**src/rtl/pic_int_sequencer_if.sv**
```systemverilog
// Bus bundle between the interrupt sequencer and its surroundings (IRR, CPU
// acknowledge logic, command decoder, data bus driver).
//
// Handshake: the sequencer raises int_out one cycle after an eligible request
// appears and holds it until the first rising edge of inta. That edge latches
// the winner into the ISR and drops int_out. The second rising edge of inta
// drives the vector (data_en=1), and the falling edge of that pulse releases
// the bus and ends the acknowledge cycle. No further request is taken until
// the sequencer has spent at least one cycle back in IDLE.
interface pic_int_sequencer_if;
    logic [7:0] irr;
    logic       inta;
    logic       eoi;
    logic       eoi_specific;
    logic [2:0] eoi_level;
    logic       rotate;
    logic       aeoi;
    logic [4:0] vector_base;
    logic       int_out;
    logic [7:0] isr;
    logic       reset_irr_bit;
    logic [7:0] data_out;
    logic       data_en;
    logic [2:0] cur_level;
    logic [1:0] state_dbg;
    logic [2:0] lowest_prio_dbg;

    modport slave (
        input  irr, inta, eoi, eoi_specific, eoi_level, rotate, aeoi, vector_base,
        output int_out, isr, reset_irr_bit, data_out, data_en, cur_level,
        output state_dbg, lowest_prio_dbg
    );

    modport master (
        output irr, inta, eoi, eoi_specific, eoi_level, rotate, aeoi, vector_base,
        input  int_out, isr, reset_irr_bit, data_out, data_en, cur_level,
        input  state_dbg, lowest_prio_dbg
    );
endinterface

```
**src/rtl/pic_int_sequencer.sv**
```systemverilog
// Interrupt controller sequencer: rotating-priority resolution, fully nested
// eligibility against the ISR, the INT/INTA two-pulse acknowledge sequence,
// and EOI / auto-EOI retirement of in-service levels.
module pic_int_sequencer #(
    parameter logic [2:0] SPURIOUS_LEVEL = 3'd7,
    parameter logic [2:0] ROTATE_RESET   = 3'd7
) (
    input  logic               clk,
    input  logic               reset,
    pic_int_sequencer_if.slave bus
);

    typedef enum logic [1:0] {
        IDLE = 2'd0,
        PEND = 2'd1,
        ACK1 = 2'd2,
        ACK2 = 2'd3
    } state_t;

    state_t     state_q, state_d;
    logic       inta_q;
    logic [7:0] isr_q, isr_d;
    logic [2:0] lowest_prio_q, lowest_prio_d;
    logic       int_out_q, int_out_d;
    logic       reset_irr_q, reset_irr_d;
    logic [7:0] data_out_q, data_out_d;
    logic       data_en_q, data_en_d;
    logic [2:0] cur_level_q, cur_level_d;
    logic       spurious_q, spurious_d;

    logic       inta_rise, inta_fall;
    logic [2:0] shift;
    logic [3:0] isr_rank, irr_rank;
    logic       win_valid;
    logic [2:0] win_level, isr_top;
    logic [7:0] set_mask, aeoi_clr, eoi_clr;
    logic       eoi_hit;
    logic [2:0] eoi_lvl;

    // Rotate right so that bit 0 of the result is the highest-priority level.
    function automatic logic [7:0] rot_by(input logic [7:0] v, input logic [2:0] sh);
        logic [15:0] d;
        d = {v, v} >> sh;
        return d[7:0];
    endfunction

    // Rank (0 = highest priority) of the first set bit; 8 when none is set.
    function automatic logic [3:0] first_set(input logic [7:0] v);
        logic [3:0] r;
        r = 4'd8;
        for (int i = 7; i >= 0; i--) begin
            if (v[i]) r = 4'(i);
        end
        return r;
    endfunction

    assign inta_rise = bus.inta & ~inta_q;
    assign inta_fall = ~bus.inta & inta_q;

    // Priority resolution: a request wins only if it outranks every in-service level.
    always_comb begin
        shift     = lowest_prio_q + 3'd1;
        isr_rank  = first_set(rot_by(isr_q, shift));
        irr_rank  = first_set(rot_by(bus.irr, shift));
        win_valid = irr_rank < isr_rank;
        win_level = irr_rank[2:0] + shift;
        isr_top   = isr_rank[2:0] + shift;
    end

    // State and output registers; reset aborts any acknowledge cycle in flight.
    always_ff @(posedge clk) begin
        if (reset) begin
            state_q       <= IDLE;
            inta_q        <= 1'b0;
            isr_q         <= 8'h00;
            lowest_prio_q <= ROTATE_RESET;
            int_out_q     <= 1'b0;
            reset_irr_q   <= 1'b0;
            data_out_q    <= 8'h00;
            data_en_q     <= 1'b0;
            cur_level_q   <= 3'd0;
            spurious_q    <= 1'b0;
        end else begin
            state_q       <= state_d;
            inta_q        <= bus.inta;
            isr_q         <= isr_d;
            lowest_prio_q <= lowest_prio_d;
            int_out_q     <= int_out_d;
            reset_irr_q   <= reset_irr_d;
            data_out_q    <= data_out_d;
            data_en_q     <= data_en_d;
            cur_level_q   <= cur_level_d;
            spurious_q    <= spurious_d;
        end
    end

    // Acknowledge sequencing: next state, ISR set/auto-clear masks and bus outputs.
    always_comb begin
        state_d     = state_q;
        int_out_d   = int_out_q;
        reset_irr_d = 1'b0;
        data_out_d  = data_out_q;
        data_en_d   = data_en_q;
        cur_level_d = cur_level_q;
        spurious_d  = spurious_q;
        set_mask    = 8'h00;
        aeoi_clr    = 8'h00;
        case (state_q)
            IDLE: begin
                int_out_d = 1'b0;
                if (win_valid) begin
                    int_out_d = 1'b1;
                    state_d   = PEND;
                end
            end
            PEND: begin
                // The winner is taken from irr as it stands at the first INTA edge.
                if (inta_rise) begin
                    int_out_d = 1'b0;
                    state_d   = ACK1;
                    if (win_valid) begin
                        set_mask    = 8'h01 << win_level;
                        reset_irr_d = 1'b1;
                        cur_level_d = win_level;
                        spurious_d  = 1'b0;
                    end else begin
                        cur_level_d = SPURIOUS_LEVEL;
                        spurious_d  = 1'b1;
                    end
                end
            end
            ACK1: begin
                if (inta_rise) begin
                    data_out_d = {bus.vector_base, cur_level_q};
                    data_en_d  = 1'b1;
                    state_d    = ACK2;
                end
            end
            ACK2: begin
                if (inta_fall) begin
                    data_out_d = 8'h00;
                    data_en_d  = 1'b0;
                    state_d    = IDLE;
                    if (bus.aeoi && !spurious_q) aeoi_clr = 8'h01 << cur_level_q;
                end
            end
            default: state_d = IDLE;
        endcase
    end

    // EOI handling and ISR update: clears first, then the acknowledge set wins.
    always_comb begin
        eoi_hit = 1'b0;
        eoi_lvl = 3'd0;
        eoi_clr = 8'h00;
        if (bus.eoi) begin
            if (bus.eoi_specific) begin
                eoi_hit = 1'b1;
                eoi_lvl = bus.eoi_level;
            end else if (|isr_q) begin
                eoi_hit = 1'b1;
                eoi_lvl = isr_top;
            end
        end
        if (eoi_hit) eoi_clr = 8'h01 << eoi_lvl;
        lowest_prio_d = (eoi_hit && bus.rotate) ? eoi_lvl : lowest_prio_q;
        isr_d         = (isr_q & ~(eoi_clr | aeoi_clr)) | set_mask;
    end

    assign bus.int_out         = int_out_q;
    assign bus.isr             = isr_q;
    assign bus.reset_irr_bit   = reset_irr_q;
    assign bus.data_out        = data_out_q;
    assign bus.data_en         = data_en_q;
    assign bus.cur_level       = cur_level_q;
    assign bus.state_dbg       = state_q;
    assign bus.lowest_prio_dbg = lowest_prio_q;

endmodule

```
**src/flat_wrapper.sv**
```systemverilog
// flat-port wrapper written by rule: the top's interface ports become plain ports
module pic_int_sequencer_flat 
#(
    parameter logic [2:0] SPURIOUS_LEVEL = 3'd7,
    parameter logic [2:0] ROTATE_RESET   = 3'd7
)
  (clk, reset, bus_irr, bus_inta, bus_eoi, bus_eoi_specific, bus_eoi_level, bus_rotate, bus_aeoi, bus_vector_base, bus_int_out, bus_isr, bus_reset_irr_bit, bus_data_out, bus_data_en, bus_cur_level, bus_state_dbg, bus_lowest_prio_dbg);
  pic_int_sequencer_if bus_i ();
  input  logic clk;
  input  logic reset;
  input wire logic [$bits(bus_i.irr)-1:0] bus_irr;
  input wire logic [$bits(bus_i.inta)-1:0] bus_inta;
  input wire logic [$bits(bus_i.eoi)-1:0] bus_eoi;
  input wire logic [$bits(bus_i.eoi_specific)-1:0] bus_eoi_specific;
  input wire logic [$bits(bus_i.eoi_level)-1:0] bus_eoi_level;
  input wire logic [$bits(bus_i.rotate)-1:0] bus_rotate;
  input wire logic [$bits(bus_i.aeoi)-1:0] bus_aeoi;
  input wire logic [$bits(bus_i.vector_base)-1:0] bus_vector_base;
  output wire logic [$bits(bus_i.int_out)-1:0] bus_int_out;
  output wire logic [$bits(bus_i.isr)-1:0] bus_isr;
  output wire logic [$bits(bus_i.reset_irr_bit)-1:0] bus_reset_irr_bit;
  output wire logic [$bits(bus_i.data_out)-1:0] bus_data_out;
  output wire logic [$bits(bus_i.data_en)-1:0] bus_data_en;
  output wire logic [$bits(bus_i.cur_level)-1:0] bus_cur_level;
  output wire logic [$bits(bus_i.state_dbg)-1:0] bus_state_dbg;
  output wire logic [$bits(bus_i.lowest_prio_dbg)-1:0] bus_lowest_prio_dbg;
  assign bus_i.irr = bus_irr;
  assign bus_i.inta = bus_inta;
  assign bus_i.eoi = bus_eoi;
  assign bus_i.eoi_specific = bus_eoi_specific;
  assign bus_i.eoi_level = bus_eoi_level;
  assign bus_i.rotate = bus_rotate;
  assign bus_i.aeoi = bus_aeoi;
  assign bus_i.vector_base = bus_vector_base;
  assign bus_int_out = bus_i.int_out;
  assign bus_isr = bus_i.isr;
  assign bus_reset_irr_bit = bus_i.reset_irr_bit;
  assign bus_data_out = bus_i.data_out;
  assign bus_data_en = bus_i.data_en;
  assign bus_cur_level = bus_i.cur_level;
  assign bus_state_dbg = bus_i.state_dbg;
  assign bus_lowest_prio_dbg = bus_i.lowest_prio_dbg;
  pic_int_sequencer #(.SPURIOUS_LEVEL(SPURIOUS_LEVEL), .ROTATE_RESET(ROTATE_RESET)) u_core (.clk(clk), .reset(reset), .bus(bus_i));
endmodule
```
**config.mk**
```make
export PLATFORM = sky130hd
export DESIGN_NAME = pic_int_sequencer_flat
export DESIGN_NICKNAME = d
export VERILOG_FILES = /design/src/rtl/pic_int_sequencer_if.sv /design/src/rtl/pic_int_sequencer.sv /design/src/flat_wrapper.sv
export SDC_FILE = /design/constraint.sdc
export NUM_CORES = 1
export LEC_CHECK = 0
export CAP_MARGIN = 20
export CELL_PAD_IN_SITES_DETAIL_PLACEMENT = 1
export CELL_PAD_IN_SITES_GLOBAL_PLACEMENT = 1
export CORE_MARGIN = 3
export CORE_UTILIZATION = 44
export CTS_CLUSTER_SIZE = 12
export DETAILED_ROUTE_END_ITERATION = 16
export DONT_BUFFER_PORTS = 1
export PLACE_DENSITY = 0.79
export SYNTH_ARGS = -nofsm -noshare
export SYNTH_HDL_FRONTEND = slang
export SYNTH_SLANG_ARGS = --single-unit
```
**constraint.sdc**
```tcl
create_clock -name clk -period 3.5 [get_ports clk]
set_input_delay 0.7 -clock clk [delete_from_list [all_inputs] [get_ports clk]]
set_output_delay 0.7 -clock clk [all_outputs]
set_load 0.01 [all_outputs]
```
* Word level (Yosys, flattened, before mapping) *
Cells that the tools add are included.
W data, S select, Z words.

storage, ports and cells
  bits in registers = 29
  input bits = 23
  output and inout port bits = 27

operators by class
  add/sub/neg operators = 3
  $lt $le $gt $ge = 1
  eq/ne operators = 7
  shifts and indexed selects = 5
  multiplexer cells = 45
  bitwise gates (word level) = 10
  reduce and logical (&&, ||, !) cells = 12

operator list
  operator               count
  $mux W8                9
  $mux W4                16
  $shr A16 B3 Y8         2
  $shl A1 B3 Y8 const A  3
  $or A8 B8 Y8           2
  $pmux W8 S2            1
  $mux W3                4
  $and A8 B8 Y8          1
  $mux W1                8
  $mux W2                4
  $ne A2 B1 Y1 const B   4
  $not A8 Y8             1
  $pmux W2 S4            1
  $reduce_or A8 Y1       1
  $add A3 B3 Y3          2
  $eq A2 B2 Y1 const B   2
  $lt A4 B4 Y1           1
  $not A1 Y1             4
  $pmux W1 S2            2
  $reduce_and A2 Y1      2
  $reduce_and A4 Y1      1
  $reduce_bool A2 Y1     2
  $add A3 B1 Y3 const B  1
  $reduce_and A3 Y1      1
  other kinds (6)        8

* Depth between registers and ports, before layout *
  depth after elaboration = 20
  mapped depth = 16

* Least setup slack after synthesis *
Ideal clock, no wire load.

  path type = register -> register
  start point = register u_core.lowest_prio_q[0] (netlist: u_core.bus.lowest_prio_dbg[0])
  end point = register u_core.isr_q[3] (netlist: u_core.bus.isr[3])
  setup time = 0.060 ns
  arrival = 3.465 ns
  slack = -0.025 ns
  cell stages (with the launch flop) = 16
  clock period less this slack = 3.525 ns
  cells stage by stage = dfxtp_1 ha_1 buf_6 mux4_2 o21ai_0 a22oi_1 o21ai_1 and2_1 ha_1 inv_1 fa_1 nor2_1 a22o_1 and3_1 a2111oi_4 a41o_1

on the way
  longest elaborated chain between the ends = 20
  elaborated cells between the ends (all ways) = 35
  classes of those cells = 3 x add/sub; 1 x order compare; 4 x shift; 23 x mux; 4 x bitwise

RTL lines
  item                      line                      text
  start: declaration        pic_int_sequencer.sv:23   logic [2:0] lowest_prio_q, lowest_prio_d;
  start signal: assignment  pic_int_sequencer.sv:87   lowest_prio_q <= lowest_prio_d;
  $add A3 B1 Y3 *           pic_int_sequencer.sv:62   shift = lowest_prio_q + 3'd1;
  $shr A16 B3 Y8            pic_int_sequencer.sv:43   d = {v, v} >> sh;
  $mux W4 (8 in a row)      pic_int_sequencer.sv:52   if (v[i]) r = 4'(i);
  $add A3 B3 Y3             pic_int_sequencer.sv:67   isr_top = isr_rank[2:0] + shift;
  $mux W3                   pic_int_sequencer.sv:160  end else if (|isr_q) begin
  $mux W3                   pic_int_sequencer.sv:157  if (bus.eoi_specific) begin
  $mux W3                   pic_int_sequencer.sv:156  if (bus.eoi) begin
  $shl A1 B3 Y8             pic_int_sequencer.sv:165  if (eoi_hit) eoi_clr = 8'h01 << eoi_lvl;
  $mux W8                   pic_int_sequencer.sv:165
  $or A8 B8 Y8              pic_int_sequencer.sv:167  isr_d = (isr_q & ~(eoi_clr | aeoi_clr)) | set_mask;
  $not A8 Y8                pic_int_sequencer.sv:167
  $and A8 B8 Y8             pic_int_sequencer.sv:167
  $or A8 B8 Y8 *            pic_int_sequencer.sv:167
  end signal: assignment    pic_int_sequencer.sv:86   isr_q <= isr_d;
  end: declaration          pic_int_sequencer.sv:22   logic [7:0] isr_q, isr_d;

Mark *: on every way between the ends. The rest lies on a longest branch, timed or not.
A chain may end at the register's enable or synchronous reset.

* Final worst setup path *
  start point = register u_core.lowest_prio_q[0] (netlist: u_core.bus.lowest_prio_dbg[0])
  end point = register u_core.isr_q[1] (netlist: u_core.bus.isr[1])

The elaborated chain is that of the path after synthesis.

==> qor.txt <==
Status = finished, violations left
Violated checks = setup timing
Slew @ Worst Pin = 0.614 ns
Post-synthesis register bit count = 29
Most common cell on crit path = ha_4
P_sw = 715 µW
Worst skew pair latency = 0.29 ns
Post-synth EDFFs = 0
Post-Place Worst Slack = -0.0487 ns
Period minus WS final = 3.67 ns
CP max-delay cell = fa_2
Synth top area share = 0.236
Max Fclk = 0.272 GHz
Combinational share of power = 0.514
Total gr overflow = 0
Die X = 80.8 µm
Cts hold-fix bufs = 0
Yosys cell types = 60
Synth Area in XOR/XNOR = 0.0107
CP Launch Type = flop
Diodes inserted = 0
Commonest non-fill, non-tap cells in the layout = 27 x dfxtp_1, 24 x nor2_1, 24 x buf_4
Post-synthesis cell count = 271
Core area = 5270 µm²
Final setup vio count = 10
Ports = 50
TritonCTS clock tree = built
Largest net degree at the start of global routing = 30
Root buffer cell = clkbuf_8
Clock sinks = 29
Port-buffer cells = 0
Adder-cell share of the synthesized area = 0.0711
Hold_ws = 0.472 ns
Final Hold Viols = 0
Syn nets = 306
Max IR drop VDD = 0.353 mV
P_leak = 0.00110 µW
Post-DRT Antenna Nets = 0
Synth area leader = dfxtp_1
Wirelength, routed = 8.23 mm
Worst path arrival time = 3.85 ns
Largest family of logic cells by synthesized area = simple AND/OR/NAND/NOR gates
Internal power = 989 µW
Met3 Use GR = 0.0676
Syn avg cell area = 9.09 µm²
Post-synth ARST share = 0
Required time of the critical path = 3.68 ns
Inserted Clock Buffers = 5
Clk buf depth = 2
Top post-synthesis cells by area = dfxtp_1 24%, mux4_2 12%, ha_1 5.1%
HPWL Detailed = 5.65 mm
Residual DRC = 0
Initial drt markers = 166
Drt pass-1 iters = 4
Sw frac = 0.420
Sequential fraction of the synthesis area = 0.236
Area grow syn2layout = 17.9%
Cell Rows = 26
Top_reg_cell synth = dfxtp_1
Wirelength per Cell = 22.7 µm
Initial core utilization = 0.467
Multiplexer area fraction after synthesis = 0.168
Most common cell after layout, fill and taps aside = dfxtp_1
Worst Path Max Fanout = 8
Critical path class = flop to flop
Clock Power Share = 0.223
Average vias per placed instance = 6.60
First-pass GRT wire length = 12.2 mm
Die Y-Extent = 80.8 µm
Share of cells above drive strength 1 = 0.266
M2 GR Usage = 0.406
Crit share post-route = 1.05
Fin Clk Skew = 0.0121 ns
RSZ-0062 raised after global routing = true
Pwr/cell area = 587 nW/µm²
H-tree depth = 2
CP Capture Type = flop
Gp weighted congestion = 0.850
Relative slew slack = 0.589
Yosys warns = 0
CP max stage delay = 0.57 ns
Slew Limit Fails = 0
Vias = 2396
MaxCap Viol Count = 0
HP Class = input pin to flop
Vias in the first global route = 2350
R2R setup slack = -0.17 ns
Nets@finish = 327
Total track usage = 0.242
Initial antenna violation count = 0
Synth Cell Area = 2460 µm²
Synth Area in Simple Gates = 0.236
Die area = 6530 µm²
Grt met1 use = 0.305
Fin Setup TNS = -0.974 ns
CP Cell Sequence = ha_4 > buf_4 > mux4_2 > o21ai_0 > a22oi_1 > o21ai_1 > and2_4 > ha_4 > inv_2 > fa_2 > nor2_2 > a22oi_2 > nand3_1 > o21a_1 > a41o_1
Setup WS post-layout = -0.170 ns
Sequential fraction of design power = 0.263
Synth Area in Compound Gates = 0.235
Global route hottest layer = met2
Reg clk slew, reported paths = 0.08 ns
## state kept, by name, indices dropped and copies added (netlist names)
signal / count
u_core.bus.isr: 8
u_core.bus.data_out: 8
u_core.inta_q: 1
u_core.bus.cur_level: 3
u_core.bus.lowest_prio_dbg: 3
u_core.bus.state_dbg: 2
u_core.spurious_q: 1
u_core.bus.data_en: 1
u_core.bus.reset_irr_bit: 1
u_core.bus.int_out: 1
## through the flow
stage                util  cells  power, µW  cell area (µm²)
floorplan               -    271        996             2470
global placement    0.504    350       1210             2650
detailed placement  0.505    351       1240             2660
CTS                 0.532    360       1630             2800
global route        0.551    363       1810             2900
finish              0.551    363       1700             2900
## final timing paths
kind / from / end / cells after the start
worst max-delay path: u_core.bus.lowest_prio_dbg[0] / u_core.bus.isr[1] / 15
worst min-delay path: reset / u_core.bus.data_en / 1
worst max register to register: u_core.bus.lowest_prio_dbg[0] / u_core.bus.isr[1] / 15
worst min register to register: u_core.bus.int_out / u_core.bus.int_out / 2
## Yosys cell counts (4+ instances only)
| master | number |
|---|---|
| o21ai_0 | 10 |
| nor3b_1 | 12 |
| ha_1 | 10 |
| nand2b_1 | 5 |
| nor2_1 | 28 |
| nand3_1 | 4 |
| nand2_1 | 16 |
| a211o_1 | 6 |
| a41o_1 | 4 |
| o21a_1 | 4 |
| a21oi_1 | 14 |
| mux4_2 | 13 |
| a31oi_1 | 4 |
| dfxtp_1 | 29 |
| clkbuf_1 | 7 |
| nor3_1 | 8 |
| inv_1 | 13 |
| nor2b_1 | 12 |
## critical path: cells and delay by family (launching register included)
| kind | cells | cell delay, ns |
|---|---|---|
| buf+inv | 2 | 0.23 |
| compound gates | 6 | 1.13 |
| flops | 1 | 0.36 |
| simple gates | 3 | 0.41 |
| mux | 1 | 0.39 |
| fa+ha+maj | 3 | 1.03 |
## final cells by class
class | instances | area (µm²)
clock inverter | 1 | 30.0
inverter | 13 | 48.8
timing repair buffer | 25 | 191
sequential | 29 | 586
clock buffer | 7 | 86.3
tap | 70 | 87.6
multi-input combinational | 218 | 1870
fill | 615 | 2370
## metal layers
layer	share of wire	wire length, µm
met2	0.50	4130
met3	0.064	526
met1	0.41	3400
met4	0.020	168
met5	0	0
## power groups by stage
stage	clock [µW]	combinational, µW	sequential (µW)
finish	380	875	448
global route	397	953	456
floorplan	0	557	438
global placement	0	753	454
CTS	375	806	449
detailed placement	0	782	456
## cell families after synthesis
family                     count (synthesis)
DFF                                       29
muxes                                     20
AOI/OAI and AO/OA                         76
xor gates and xnor gates                   3
buffers and inverters                     24
and+or+nand+nor                          106
adders and majority gates                 13
## timing repair
action | in CTS | in global routing
gates resized for setup | 5 | 21
pin swaps | 2 | 12
endpoints found under the setup margin | 5 | 16
setup buffers | 1 | 3
Note: power is estimated with default switching activity, not from simulation.
